<file path="config.mk">
export PLATFORM = sky130hd
export DESIGN_NAME = sys_feeder_flat
export DESIGN_NICKNAME = d
export VERILOG_FILES = /design/src/rtl/sys_pkg.sv /design/src/rtl/sys_feeder_if.sv /design/src/rtl/skew_delay_line.sv /design/src/rtl/sys_feeder.sv /design/src/flat_wrapper.sv
export SDC_FILE = /design/constraint.sdc
export NUM_CORES = 1
export LEC_CHECK = 0
export CORE_MARGIN = 4
export CORE_UTILIZATION = 40
export CTS_CLUSTER_DIAMETER = 100
export CTS_CLUSTER_SIZE = 12
export DETAILED_ROUTE_END_ITERATION = 12
export PLACE_DENSITY = 0.76
export SLEW_MARGIN = 30
export SYNTH_ARGS = -nofsm -noshare
export SYNTH_HDL_FRONTEND = slang
export SYNTH_SLANG_ARGS = --single-unit
</file>
<file path="constraint.sdc">
create_clock -name clk -period 2.4 [get_ports clk]
set_input_delay 0.36 -clock clk [delete_from_list [all_inputs] [get_ports clk]]
set_output_delay 0.36 -clock clk [all_outputs]
set_load 0.01 [all_outputs]
</file>
<file path="src/rtl/sys_pkg.sv">
// Shared types and default sizing for the systolic-array feeder.
package sys_pkg;

  localparam int unsigned DefaultWidth = 8;
  localparam int unsigned DefaultRow   = 4;

  typedef enum logic [1:0] {
    StIdle,
    StLoad,
    StCompute,
    StDrain
  } sys_feeder_state_t;

endpackage

</file>
<file path="src/rtl/sys_feeder_if.sv">
// Weight and feature-vector stream handshakes between a source and the feeder.
interface sys_feeder_if
  import sys_pkg::*;
#(
  parameter int unsigned WIDTH = DefaultWidth,
  parameter int unsigned ROW   = DefaultRow
);

  logic             w_valid;
  logic [WIDTH-1:0] w_data;
  logic             w_ready;
  logic             f_valid;
  logic [WIDTH-1:0] f_data [ROW];
  logic             f_ready;

  modport master (
    output w_valid, w_data, f_valid, f_data,
    input  w_ready, f_ready
  );

  modport slave (
    input  w_valid, w_data, f_valid, f_data,
    output w_ready, f_ready
  );

endinterface

</file>
<file path="src/rtl/skew_delay_line.sv">
// Fixed-depth data+valid shift register used to skew one feature row.
module skew_delay_line #(
  parameter int unsigned WIDTH = 8,
  parameter int unsigned DEPTH = 1
) (
  input  logic             clk,
  input  logic             rst_n,
  input  logic             valid_i,
  input  logic [WIDTH-1:0] data_i,
  output logic             valid_o,
  output logic [WIDTH-1:0] data_o
);

  logic [WIDTH-1:0] data_q [DEPTH];
  logic [DEPTH-1:0] valid_q;

  // The head stage only captures on a transfer, so bubbles carry the previous word.
  always_ff @(posedge clk or negedge rst_n) begin
    if (!rst_n) begin
      for (int s = 0; s < int'(DEPTH); s++) begin
        data_q[s] <= '0;
      end
      valid_q <= '0;
    end else begin
      if (valid_i) begin
        data_q[0] <= data_i;
      end
      valid_q[0] <= valid_i;
      for (int s = 1; s < int'(DEPTH); s++) begin
        data_q[s]  <= data_q[s-1];
        valid_q[s] <= valid_q[s-1];
      end
    end
  end

  assign data_o  = data_q[DEPTH-1];
  assign valid_o = valid_q[DEPTH-1];

endmodule

</file>
<file path="src/rtl/sys_feeder.sv">
// Systolic-array feeder: preloads ROW weights, then streams skewed feature vectors.
// Define SYS_FEEDER_ZERO_PAD_EN to blank feature_out on rows whose in_en is low.
module sys_feeder
  import sys_pkg::*;
#(
  parameter int unsigned WIDTH = DefaultWidth,
  parameter int unsigned ROW   = DefaultRow
) (
  input  logic             clk,
  input  logic             rst_n,
  input  logic             start,
  input  logic [7:0]       k_len,
  sys_feeder_if.slave      bus,
  output logic             weight_en,
  output logic [WIDTH-1:0] weight_out,
  output logic             ctrl_out,
  output logic [ROW-1:0]   in_en,
  output logic [WIDTH-1:0] feature_out [ROW],
  output logic             busy,
  output logic             done
);

  localparam int unsigned CW = $clog2(ROW + 1);

  sys_feeder_state_t state_q;
  logic [CW-1:0]     w_cnt_q;
  logic [CW-1:0]     drain_cnt_q;
  logic [7:0]        vec_cnt_q;
  logic [7:0]        k_len_q;
  logic              w_ready_q;
  logic              f_ready_q;
  logic              ctrl_q;
  logic              busy_q;
  logic              done_q;
  logic              weight_en_q;
  logic [WIDTH-1:0]  weight_q;

  logic w_fire;
  logic f_fire;

  assign w_fire = bus.w_valid & w_ready_q;
  assign f_fire = bus.f_valid & f_ready_q;

  // Outputs are registered alongside the state so they always reflect the current state.
  always_ff @(posedge clk or negedge rst_n) begin
    if (!rst_n) begin
      state_q     <= StIdle;
      w_cnt_q     <= '0;
      drain_cnt_q <= '0;
      vec_cnt_q   <= '0;
      k_len_q     <= '0;
      w_ready_q   <= 1'b0;
      f_ready_q   <= 1'b0;
      ctrl_q      <= 1'b0;
      busy_q      <= 1'b0;
      done_q      <= 1'b0;
      weight_en_q <= 1'b0;
      weight_q    <= '0;
    end else begin
      done_q      <= 1'b0;
      weight_en_q <= w_fire;
      if (w_fire) begin
        weight_q <= bus.w_data;
      end
      unique case (state_q)
        StIdle: begin
          if (start) begin
            state_q   <= StLoad;
            k_len_q   <= k_len;
            w_cnt_q   <= '0;
            w_ready_q <= 1'b1;
            ctrl_q    <= 1'b1;
            busy_q    <= 1'b1;
          end
        end
        StLoad: begin
          if (w_fire) begin
            if (w_cnt_q == CW'(ROW - 1)) begin
              w_cnt_q   <= '0;
              w_ready_q <= 1'b0;
              ctrl_q    <= 1'b0;
              if (k_len_q == 8'd0) begin
                state_q     <= StDrain;
                drain_cnt_q <= '0;
              end else begin
                state_q   <= StCompute;
                vec_cnt_q <= '0;
                f_ready_q <= 1'b1;
              end
            end else begin
              w_cnt_q <= w_cnt_q + CW'(1);
            end
          end
        end
        StCompute: begin
          if (f_fire) begin
            vec_cnt_q <= vec_cnt_q + 8'd1;
            if (vec_cnt_q + 8'd1 == k_len_q) begin
              state_q     <= StDrain;
              f_ready_q   <= 1'b0;
              drain_cnt_q <= '0;
            end
          end
        end
        StDrain: begin
          // Hold ROW cycles so the deepest row emits its last word before done.
          if (drain_cnt_q == CW'(ROW - 1)) begin
            state_q <= StIdle;
            busy_q  <= 1'b0;
            done_q  <= 1'b1;
          end else begin
            drain_cnt_q <= drain_cnt_q + CW'(1);
          end
        end
        default: state_q <= StIdle;
      endcase
    end
  end

  assign bus.w_ready = w_ready_q;
  assign bus.f_ready = f_ready_q;
  assign weight_en   = weight_en_q;
  assign weight_out  = weight_q;
  assign ctrl_out    = ctrl_q;
  assign busy        = busy_q;
  assign done        = done_q;

  for (genvar i = 0; i < int'(ROW); i++) begin : g_row
    logic             row_valid;
    logic [WIDTH-1:0] row_data;

    skew_delay_line #(
      .WIDTH(WIDTH),
      .DEPTH(i + 1)
    ) u_skew (
      .clk    (clk),
      .rst_n  (rst_n),
      .valid_i(f_fire),
      .data_i (bus.f_data[i]),
      .valid_o(row_valid),
      .data_o (row_data)
    );

    assign in_en[i] = row_valid;
`ifdef SYS_FEEDER_ZERO_PAD_EN
    assign feature_out[i] = row_valid ? row_data : '0;
`else
    assign feature_out[i] = row_data;
`endif
  end

endmodule

</file>
<file path="src/flat_wrapper.sv">
// flat-port wrapper written by rule: the top's interface ports become plain ports
module sys_feeder_flat import sys_pkg::*;
#(
  parameter int unsigned WIDTH = DefaultWidth,
  parameter int unsigned ROW   = DefaultRow
)
  (clk, rst_n, start, k_len, weight_en, weight_out, ctrl_out, in_en, feature_out, busy, done, bus_w_valid, bus_w_data, bus_f_valid, bus_f_data, bus_w_ready, bus_f_ready);
  sys_feeder_if #(.WIDTH(WIDTH), .ROW(ROW)) bus_i ();
  input  logic clk;
  input  logic rst_n;
  input  logic start;
  input  logic [7:0] k_len;
  output logic weight_en;
  output logic [WIDTH-1:0] weight_out;
  output logic ctrl_out;
  output logic [ROW-1:0] in_en;
  output logic [WIDTH-1:0] feature_out[ROW];
  output logic busy;
  output logic done;
  input wire logic [$bits(bus_i.w_valid)-1:0] bus_w_valid;
  input wire logic [$bits(bus_i.w_data)-1:0] bus_w_data;
  input wire logic [$bits(bus_i.f_valid)-1:0] bus_f_valid;
  input wire logic [$bits(bus_i.f_data)-1:0] bus_f_data;
  output wire logic [$bits(bus_i.w_ready)-1:0] bus_w_ready;
  output wire logic [$bits(bus_i.f_ready)-1:0] bus_f_ready;
  assign bus_i.w_valid = bus_w_valid;
  assign bus_i.w_data = bus_w_data;
  assign bus_i.f_valid = bus_f_valid;
  assign bus_i.f_data = {>>{bus_f_data}};
  assign bus_w_ready = bus_i.w_ready;
  assign bus_f_ready = bus_i.f_ready;
  sys_feeder #(.WIDTH(WIDTH), .ROW(ROW)) u_core (.clk(clk), .rst_n(rst_n), .start(start), .k_len(k_len), .bus(bus_i), .weight_en(weight_en), .weight_out(weight_out), .ctrl_out(ctrl_out), .in_en(in_en), .feature_out(feature_out), .busy(busy), .done(done));
endmodule
</file>
==> results by group <==
Status
  – Status: finished, final reports clean

Final layout
  – Nets@finish: 481
  – Total area of multi-input combinational cells: 1334 sq um
  – Utilization after layout: 55.10%
  – Post-route non-filler standard cell count: 575
  – Area of all placed cells without fillers: 6291 sq um
  – Diodes inserted: 0
  – Storage element area: 3029 sq um
  – Fraction of layout instances using a drive strength above 1: 23.38%
  – Area added between synthesis and finish: 35.23%
  – Fill cell count: 962

Power
  – Worst vdd ir: 0.0005093 V
  – Cell area power density: 1097 nW/um^2
  – Net switching power of the design: 1.967 mW
  – Net switching fraction of the power: 28.50%
  – Int Power: 4.934 mW
  – Share of total power in sequential cells: 38.6%
  – Sum of internal, switching and leakage power: 6.900 mW
  – Clock power share: 35.7%
  – Combinational Power Share: 25.7%
  – Leakage power total: 2.686 nW

Place
  – Post-Place Cell Area: 5689 sq um
  – Placer Congestion: 0.8219
  – Port Buffer Count: 102
  – Pre-CTS setup slack: 131.9 ps
  – Post-detailed-placement half-perimeter wirelength: 6018 microns
  – Number of cells after detailed placement: 542

CTS
  – H-Tree Depth: 4
  – Sink count of the clock tree: 121
  – Root Driver: sky130_fd_sc_hd__clkbuf_16
  – Max clock buf depth: 2
  – Clock latency of the later-clocked register in the worst-skew pair: 400 ps
  – Clock Pin Slew Worst Setup and Hold Paths: 50 ps
  – CTS tree: built
  – Total CTS buffers: 17

Floorplanning
  – Starting utilization of the core area: 40.74%
  – Die Area: 13,420 sq um
  – Die extent in x: 115.8 microns
  – Die Span Y: 115.8 microns
  – Site Rows: 39
  – I/O pin total: 103
  – Total core area: 11,420 sq um

Detailed routing
  – TritonRoute pass-1 iters: 4
  – Routed via count: 2,735
  – Total wire length after detailed routing: 8549 microns
  – Drt initial violations: 98
  – DRC violation count after routing: 0
  – Via count normalized by instance count: 4.757
  – Routed length per placed instance: 14.87 microns
  – Antenna Nets Post-Route: 0

Global routing
  – Global-route wire length before repair: 14,590 microns
  – Vias in the first global route: 2,971
  – Initial antenna violation count: 0
  – GR Overflow Total: 0
  – Tot GR Track Use: 14.07%
  – Largest net degree at the start of global routing: 83

Timing
  – Transition time at the pin with the least slew margin: 508.7 ps
  – Final Max Slew Viols: 0
  – Fin worst setup slack: 191.4 ps
  – Hold slack final: 345.1 ps
  – Final worst path period need: 2209 ps
  – Rel. slew slack: 65.86%
  – Final period util: 92.03%
  – Number of hold-slack violations in the final timing report: 0
  – Largest clock skew in the final design: 5.006 ps
  – Maximum achievable frequency: 452.8 MHz
  – Setup repair after global routing missed its margin: no
  – Setup TNS after final layout: 0 ps
  – Final setup violation count: 0

Yosys
  – Mapped cell area: 4652 sq um
  – Post-synth top flop: sky130_fd_sc_hd__dfrtp_1
  – Number of synthesized flops with an enable pin: 0
  – Mux contribution to synthesized area: 12.86%
  – Count of unique library cells instantiated by Yosys: 43
  – XOR/XNOR share of the synthesized area: 2.259%
  – Most frequent cell after synthesis: sky130_fd_sc_hd__dfrtp_1
  – Library cell occupying the most area in the post-synthesis netlist: sky130_fd_sc_hd__dfrtp_1
  – Mean instance size in the synthesized netlist: 14.40 sq um
  – Simple-gate share of the synthesized area: 4.519%
  – Share of Yosys cell area claimed by the top area cell type: 65.09%
  – Sequential fraction of the synthesis area: 65.09%
  – Fraction of the mapped netlist area in compound gates: 6.509%
  – Synth warn: 0
  – Commonest cells in the synthesized netlist: 121 x sky130_fd_sc_hd__dfrtp_1, 49 x sky130_fd_sc_hd__mux2_2, 29 x sky130_fd_sc_hd__buf_4
  – Post-synth ARST share: 100.0%
  – Synthesized flop and latch total: 121
  – Number of nets produced by synthesis: 385
  – Top cells by area, synth: sky130_fd_sc_hd__dfrtp_1 65%, sky130_fd_sc_hd__mux2_2 12%, sky130_fd_sc_hd__buf_4 4.7%, sky130_fd_sc_hd__ha_1 2.4%, sky130_fd_sc_hd__xnor2_1 1.5%
  – Post-Synthesis Cells: 323
  – Dominant combinational cell family by area after synthesis: multiplexers
  – Adder-cell area share of the yosys netlist: 2.421%

Min path
  – Hold crit path type: flip-flop to flip-flop

Job
  – Total of max-cap violations: 0

Setup path
  – Crit-path max FO: 6
  – Worst endpoint data arrival time: 2490 ps
  – Crit start category: flip-flop
  – Sort of element at the end of the critical path: flip-flop
  – Required time of the worst setup path: 2680 ps
  – Class of the most critical setup path: flip-flop to flip-flop
==> cells by family after synthesis <==
logic type / Yosys count
compound gates: 42
xor+xnor: 12
fa+ha+maj: 9
buf+inv: 47
flops: 121
mux: 53
simple gates: 39
==> registers in the layout, summed over array words and instances, names as in the netlist <==
name	count
u_core.bus.f_ready	1
u_core.busy	1
u_core.ctrl_out	1
u_core.done	1
u_core.drain_cnt_q	3
u_core.g_row.u_skew.data_o	32
u_core.g_row.u_skew.data_q	48
u_core.g_row.u_skew.valid_q	4
u_core.k_len_q	8
u_core.state_q	2
u_core.vec_cnt_q	8
u_core.w_cnt_q	3
u_core.weight_en	1
u_core.weight_out	8
==> layer usage <==
metal  GRT usage, %  up-vias  wire [microns]
met5              0        -               0
met4          6.032        0             137
met3          6.057       12             703
met2          22.67       87            4259
met1          16.51     1349            3449
li1               -     1287               -
==> power groups by stage <==
stage | clock [mW] | sequential [mW] | combinational, mW
2_1_floorplan | 0 | 2.68 | 1.11
3_3_place_gp | 0 | 2.67 | 1.73
3_5_place_dp | 0 | 2.69 | 1.79
4_1_cts | 2.53 | 2.66 | 1.79
5_1_grt | 2.64 | 2.72 | 1.96
6_report | 2.47 | 2.66 | 1.77
==> path summary, 6_finish.rpt <==
check,endpoint,cells after the start,slack [ps],start
setup / recovery,u_core.drain_cnt_q[0]$_DFFE_PN0P_,7,190,u_core.vec_cnt_q[1]$_DFFE_PN0P_
min in group asynchronous,u_core.drain_cnt_q[1]$_DFFE_PN0P_,3,510,rst_n
max in group asynchronous,u_core.g_row[0].u_skew.data_o[2]$_DFFE_PN0P_,3,1470,rst_n
hold reg to reg,u_core.g_row[3].u_skew.data_q[8]$_DFF_PN0_,0,350,u_core.g_row[3].u_skew.data_q[16]$_DFF_PN0_
setup reg to reg,u_core.drain_cnt_q[0]$_DFFE_PN0P_,7,190,u_core.vec_cnt_q[1]$_DFFE_PN0P_
hold / removal,u_core.g_row[3].u_skew.data_q[8]$_DFF_PN0_,0,350,u_core.g_row[3].u_skew.data_q[16]$_DFF_PN0_
==> placed cells by master (no fill, tap or decap), drive strengths merged, types with 3 or more instances in the layout <==
master / Yosys / final
dfrtp: 121 / 121
clkdlybuf4s50: 0 / 101
mux2: 51 / 51
clkbuf: 5 / 19
o21ai: 14 / 14
nand2: 13 / 13
buf: 32 / 12
inv: 10 / 12
nor2: 9 / 9
ha: 9 / 9
xnor2: 8 / 8
a21oi: 8 / 8
clkinv: 0 / 6
nand2b: 4 / 4
xor2: 4 / 4
o31ai: 4 / 4
nand3: 3 / 3
clkinvlp: 0 / 3
nand4: 3 / 3
==> critical path: stages (launching register included) <==
cell	delay, ps
sky130_fd_sc_hd__dfrtp_2	400
sky130_fd_sc_hd__ha_2	240
sky130_fd_sc_hd__nand3_1	170
sky130_fd_sc_hd__xnor2_1	210
sky130_fd_sc_hd__a2111oi_4	330
sky130_fd_sc_hd__nand4_4	180
sky130_fd_sc_hd__a21oi_4	240
sky130_fd_sc_hd__mux2_4	320
==> what timing repair did <==
item	4_1_cts	5_1_grt
hold buffers	1	0
resized for setup	0	2
buffers inserted	0	0
hold endpoints to repair	3	0
setup endpoints to repair	0	2
==> area by class of cell <==
class                      instances  share of cell area [%]
timing repair buffer             114                   17.86
tap                              143                   2.844
clock buffer                      19                   7.041
sequential                       121                   48.15
inverter                          10                  0.5967
clock inverter                    13                   2.307
multi-input combinational        155                   21.20
No activity file was read; power rests on OpenSTA's default activity.
==> variant 1 (same flow settings) <==
Encoding of `sys_feeder_state_t`: now one-hot (4 bits for 4 states).
--- a/src/rtl/sys_pkg.sv
+++ b/src/rtl/sys_pkg.sv
@@ -6,7 +6,7 @@
 
-  typedef enum logic [1:0] {
-    StIdle,
-    StLoad,
-    StCompute,
-    StDrain
+  typedef enum logic [3:0] {
+    StIdle    = 4'b0001,
+    StLoad    = 4'b0010,
+    StCompute = 4'b0100,
+    StDrain   = 4'b1000
   } sys_feeder_state_t;
Behaviour: same outputs for any inputs over 10 cycles, from zero or initial values and one cycle with rst_n low; not proved beyond that.
==> variant 1 against the original RTL <==
  * Sequential cell count is 2 higher
  * Core utilization fell by 0.076 points
  * Sequential share of layout area is 0.45 points higher
  * Largest cell class unchanged
  * Critical path depth down 1
  * Total power fell by 5.4%
  * Critical path type unchanged
  * Routed wire length is 11% higher
  * Cell area grew 0.72%
  * Synthesized area is 1.7% higher
  * Worst setup slack got worse by 0.025 ns
  * Via count grew 6.4%
==> variant 1: results (changes against the original RTL) <==
cts-stage hold buffer count: 1 (unchanged)
Leakage Power: 2.70 nW (was 2.69 nW)
Setup Fix Bufs, Post-CTS: 0 (unchanged)
largest net degree at the start of global routing: 52 (was 83)
library cells used by synthesis: 45 (was 43)
vias in the first global route: 3,321 (was 2,971)
routing usage on met1: 16.8% (was 16.5%)
maximum resistive drop on vdd: 0.571 mV (was 0.509 mV)
final-stage net count: 497 (was 481)
proportion of layout cells with a drive suffix above 1: 21.3% (was 23.4%)
capture point of the worst reg-to-reg path: u_core.vec_cnt_q[7] (was u_core.drain_cnt_q[0])
cell depth of the worst flop-to-flop path: 6 (was 7)
placed inst area: 5770 um2 (was 5690 um2)
Endpoint, Worst Hold: u_core.g_row[2].u_skew.data_o[0] (was u_core.g_row[3].u_skew.data_q[8])
worst skew pair latency: 0.40 ns (about the same)
routed length on met2: 4950 um (was 4260 um)
leading cell types by total area after synthesis: sky130_fd_sc_hd__dfrtp_1 (64%), sky130_fd_sc_hd__mux2_2 (12%), sky130_fd_sc_hd__buf_4 (4.6%) (was sky130_fd_sc_hd__dfrtp_1 (65%), sky130_fd_sc_hd__mux2_2 (12%), sky130_fd_sc_hd__buf_4 (4.7%))
met3 routed WL: 756 um (was 703 um)
wire length of the first global-routing pass: 16,100 um (was 14,600 um)
worst path arrival time: 2.53 ns (was 2.49 ns)
worst-case register-to-register setup slack: 0.17 ns (was 0.19 ns)
Max-Slew Margin vs Limit: 57.7% (was 65.9%)
DRC violation total after the first TritonRoute iteration: 64 (was 98)
average detailed-routed wire length per instance: 15.9 um (was 14.9 um)
clock skew: 0.00732 ns (was 0.00501 ns)
Via Count: 2,911 (was 2,735)
met1 routed wirelength after detailed routing: 3550 um (was 3450 um)
GR Util met3: 7.56% (was 6.06%)
startpoint of the worst hold path: u_core.g_row[2].u_skew.data_q[8] (was u_core.g_row[3].u_skew.data_q[16])
Critical-path top delay cell: sky130_fd_sc_hd__or4_1 (was sky130_fd_sc_hd__dfrtp_2)
overall global routing resource usage: 15.7% (was 14.1%)
run status: finished clean (unchanged)
cell types with the highest counts after synthesis: sky130_fd_sc_hd__dfrtp_1 (122), sky130_fd_sc_hd__mux2_2 (49), sky130_fd_sc_hd__buf_4 (29) (was sky130_fd_sc_hd__dfrtp_1 (121), sky130_fd_sc_hd__mux2_2 (49), sky130_fd_sc_hd__buf_4 (29))
Post-DP HPWL: 6660 um (was 6020 um)
Post-synth ARST share: 100% (unchanged)
weighted congestion reported at the end of routability-driven placement: 0.875 (was 0.822)
Post-Syn Nets: 403 (was 385)
met2 global-route usage: 26.3% (was 22.7%)
Max Fanout on Critical Path: 9 (was 6)
highest cell delay on the worst timing path: 0.57 ns (was 0.40 ns)
variant 1: cell types whose count changed in the layout (fill, tap and decap cells not counted), sizes merged, moves of 4 or more:
cell / delta
inv: -4
or3: +4
o21ai: +7
clkbuf: +4
ha: -5
nand2: +6
variant 1: worst max-delay path: cells and delay by family, from the launching register on:
family	cells	cell delay, ns
and+or+nand+nor	2	0.66
DFF	1	0.40
AOI/OAI and AO/OA	4	1.06
variant 1: through the flow:
step	total power, W	instances	worst slack [ns]	hold WS (ns)	utilization (%)
5_1_grt	0.00691	594	0.000165	0.351	55.0
6_report	0.00653	594	0.167	0.344	55.0
3_3_place_gp	0.00413	563	0.175	0.332	50.1
4_1_cts	0.00661	594	0.151	0.345	55.0
3_5_place_dp	0.00419	563	0.148	0.335	50.1
2_1_floorplan	0.00360	346	0.356	0.0644	-
variant 1: area by class of cell:
class                           instances  area (um2)
Fill cell                             952        5180
Clock inverter                          7        93.8
Inverter                                9        33.8
Sequential cell                       123        3080
Clock buffer                           23         458
Multi-Input combinational cell        172        1330
Timing Repair Buffer                  117        1160
Tap cell                              143         179
variant 1: cells by family (layout without fill, tap and decap cells):
logic type,Yosys count,after routing,synth area share (%)
buffers and inverters,51,156,6.82
DFF,123,123,65.1
AOI/OAI and AO/OA,44,44,5.92
xor gates and xnor gates,10,10,1.85
adders and majority gates,4,4,1.06
and+or+nand+nor,63,63,7.22
muxes,51,51,12.1
variant 1: report_power, final:
| part | leakage, nW | internal, W | total [W] | switching, W |
|---|---|---|---|---|
| clock network | 0.263 | 0.00154 | 0.00237 | 0.000831 |
| logic | 0.988 | 0.000828 | 0.00147 | 0.000638 |
| registers | 1.45 | 0.00245 | 0.00269 | 0.000245 |
| total | 2.70 | 0.00482 | 0.00653 | 0.00171 |
==> variant 2 (same flow settings) <==
Made on the original files. Set the package constant `DefaultWidth` to 6 (it was 8).
--- a/src/rtl/sys_pkg.sv
+++ b/src/rtl/sys_pkg.sv
@@ -3,3 +3,3 @@
 
-  localparam int unsigned DefaultWidth = 8;
+  localparam int unsigned DefaultWidth = 6;
   localparam int unsigned DefaultRow   = 4;
Ports: changed (resized bus_f_data, bus_w_data, feature_out and weight_out); port bits go from 103 to 83. No check against the original RTL was run, so the function may have changed too.
==> variant 2 against the original RTL <==
  * Combinational power decreased by 8%
  * Cell count shrank 13%
  * Synthesized area is 15% lower
  * Sequential cell count is 22 lower
  * Clock skew up 0.0075 ns
  * Routed wire length is 14% lower
  * Highest routed layer unchanged
  * Total power down 29%
  * Worst setup slack got worse by 0.088 ns
  * Synthesized cell count is 10% lower
  * Cell area decreased by 19%
  * Die area decreased by 14%
  * Count of clock-buffer cells in the layout down 10
  * Largest cell class unchanged
==> variant 2: results (changes against the original RTL) <==
Post-Syn Nets: 342 (was 385)
Max Fanout on Critical Path: 7 (was 6)
met1 routed wirelength after detailed routing: 3050 um (was 3450 um)
worst path arrival time: 2.56 ns (was 2.49 ns)
run status: finished clean (unchanged)
leading cell types by total area after synthesis: sky130_fd_sc_hd__dfrtp_1 (62%), sky130_fd_sc_hd__mux2_2 (11%), sky130_fd_sc_hd__buf_4 (4.5%) (was sky130_fd_sc_hd__dfrtp_1 (65%), sky130_fd_sc_hd__mux2_2 (12%), sky130_fd_sc_hd__buf_4 (4.7%))
Vias/cell: 4.76 (about the same)
Post-DP HPWL: 5150 um (was 6020 um)
maximum resistive drop on vdd: 0.525 mV (was 0.509 mV)
library cells used by synthesis: 48 (was 43)
weighted congestion reported at the end of routability-driven placement: 0.919 (was 0.822)
Endpoint, Worst Hold: u_core.g_row[3].u_skew.data_q[9] (was u_core.g_row[3].u_skew.data_q[8])
final-stage net count: 417 (was 481)
highest cell delay on the worst timing path: 0.42 ns (was 0.40 ns)
vias in the first global route: 2,453 (was 2,971)
flip-flop count of the largest register after layout: 36 (was 48)
placed cell count: 486 (was 542)
worst skew pair latency: 0.38 ns (was 0.40 ns)
Max-Slew Margin vs Limit: 59.6% (was 65.9%)
startpoint of the worst hold path: u_core.g_row[3].u_skew.data_q[15] (was u_core.g_row[3].u_skew.data_q[16])
internal power summed over all cells: 0.00325 W (was 0.00493 W)
routed length on met2: 3710 um (was 4260 um)
largest net degree at the start of global routing: 54 (was 83)
Clk pin slew, worst setup/hold paths: 0.12 ns (was 0.05 ns)
total detailed-routing wirelength: 7330 um (was 8550 um)
filler instances: 853 (was 962)
I/O Buffers: 82 (was 102)
WHS: 0.354 ns (was 0.345 ns)
library cell used as clock root buffer: sky130_fd_sc_hd__clkbuf_8 (was sky130_fd_sc_hd__clkbuf_16)
final instance count without filler cells: 503 (was 575)
==> variant 2: cell types whose count changed after synthesis, sizes merged, moves of 3 or more <==
cell,delta
dfrtp,-22
mux2,-10
buf,-5
a21oi,-3
xnor2,-3
==> variant 2: how the worst max path moves through the flow <==
stage	cells past startpoint	end	slack (ns)
final	7	u_core.drain_cnt_q[0]	0.10
after floorplan	7	u_core.state_q[1]	0.20
after global placement	7	u_core.drain_cnt_q[0]	0.19
after CTS	7	u_core.drain_cnt_q[0]	0.04
after global routing	7	u_core.drain_cnt_q[0]	-0.0008
after detailed placement	7	u_core.drain_cnt_q[0]	0.10
==> variant 2: logic make-up after synthesis <==
| group | share of synthesized area (%) |
|---|---|
| flip-flops | 62.5 |
| buffers and inverters | 6.40 |
| XOR/XNOR | 2.21 |
| AND/OR/NAND/NOR | 6.03 |
| adder cells (fa/ha/maj) | 2.84 |
| AO/OA/AOI/OAI | 8.17 |
| multiplexers | 11.9 |
==> variant 2: what timing repair did <==
item                                    in CTS  in global routing
endpoints found under the setup margin       0                  4
gates resized for setup                      0                  3
hold endpoints to repair                    13                  0
hold buffers                                 1                  0
==> variant 2: routing by layer <==
| metal | vias up | track usage [%] |
|---|---|---|
| met5 | - | 0 |
| met4 | 0 | 4.96 |
| met3 | 12 | 4.32 |
| met2 | 53 | 21.4 |
| met1 | 1188 | 16.2 |
| li1 | 1141 | - |
==> variant 2: power by group through the flow <==
stage / Combinational (W) / Sequential, W / Clock [W]
final: 0.00163 / 0.00220 / 0.00110
after global routing: 0.00178 / 0.00224 / 0.00121
after CTS: 0.00162 / 0.00220 / 0.00114
after detailed placement: 0.00161 / 0.00223 / 0
after global placement: 0.00157 / 0.00221 / 0
after floorplan: 0.00100 / 0.00222 / 0
==> variant 2: cell type report <==
cell class,instances,area [um2],area share (%)
clock inverters,7,93.8,1.85
inverters,11,41.3,0.814
repair buffers,94,923,18.2
clock buffers,9,124,2.44
flip-flops and latches,99,2480,48.8
well taps,133,166,3.28
multi-input cells,150,1250,24.6
==> variant 2: stage by stage <==
| step | utilization (%) | worst slack (ns) | total power, W |
|---|---|---|---|
| CTS | 52.0 | 0.0387 | 0.00496 |
| detailed placement | 49.7 | 0.102 | 0.00384 |
| finish | 52.1 | 0.104 | 0.00492 |
| global placement | 49.7 | 0.193 | 0.00378 |
| global route | 52.1 | -0.000797 | 0.00523 |
| floorplan | - | 0.198 | 0.00322 |
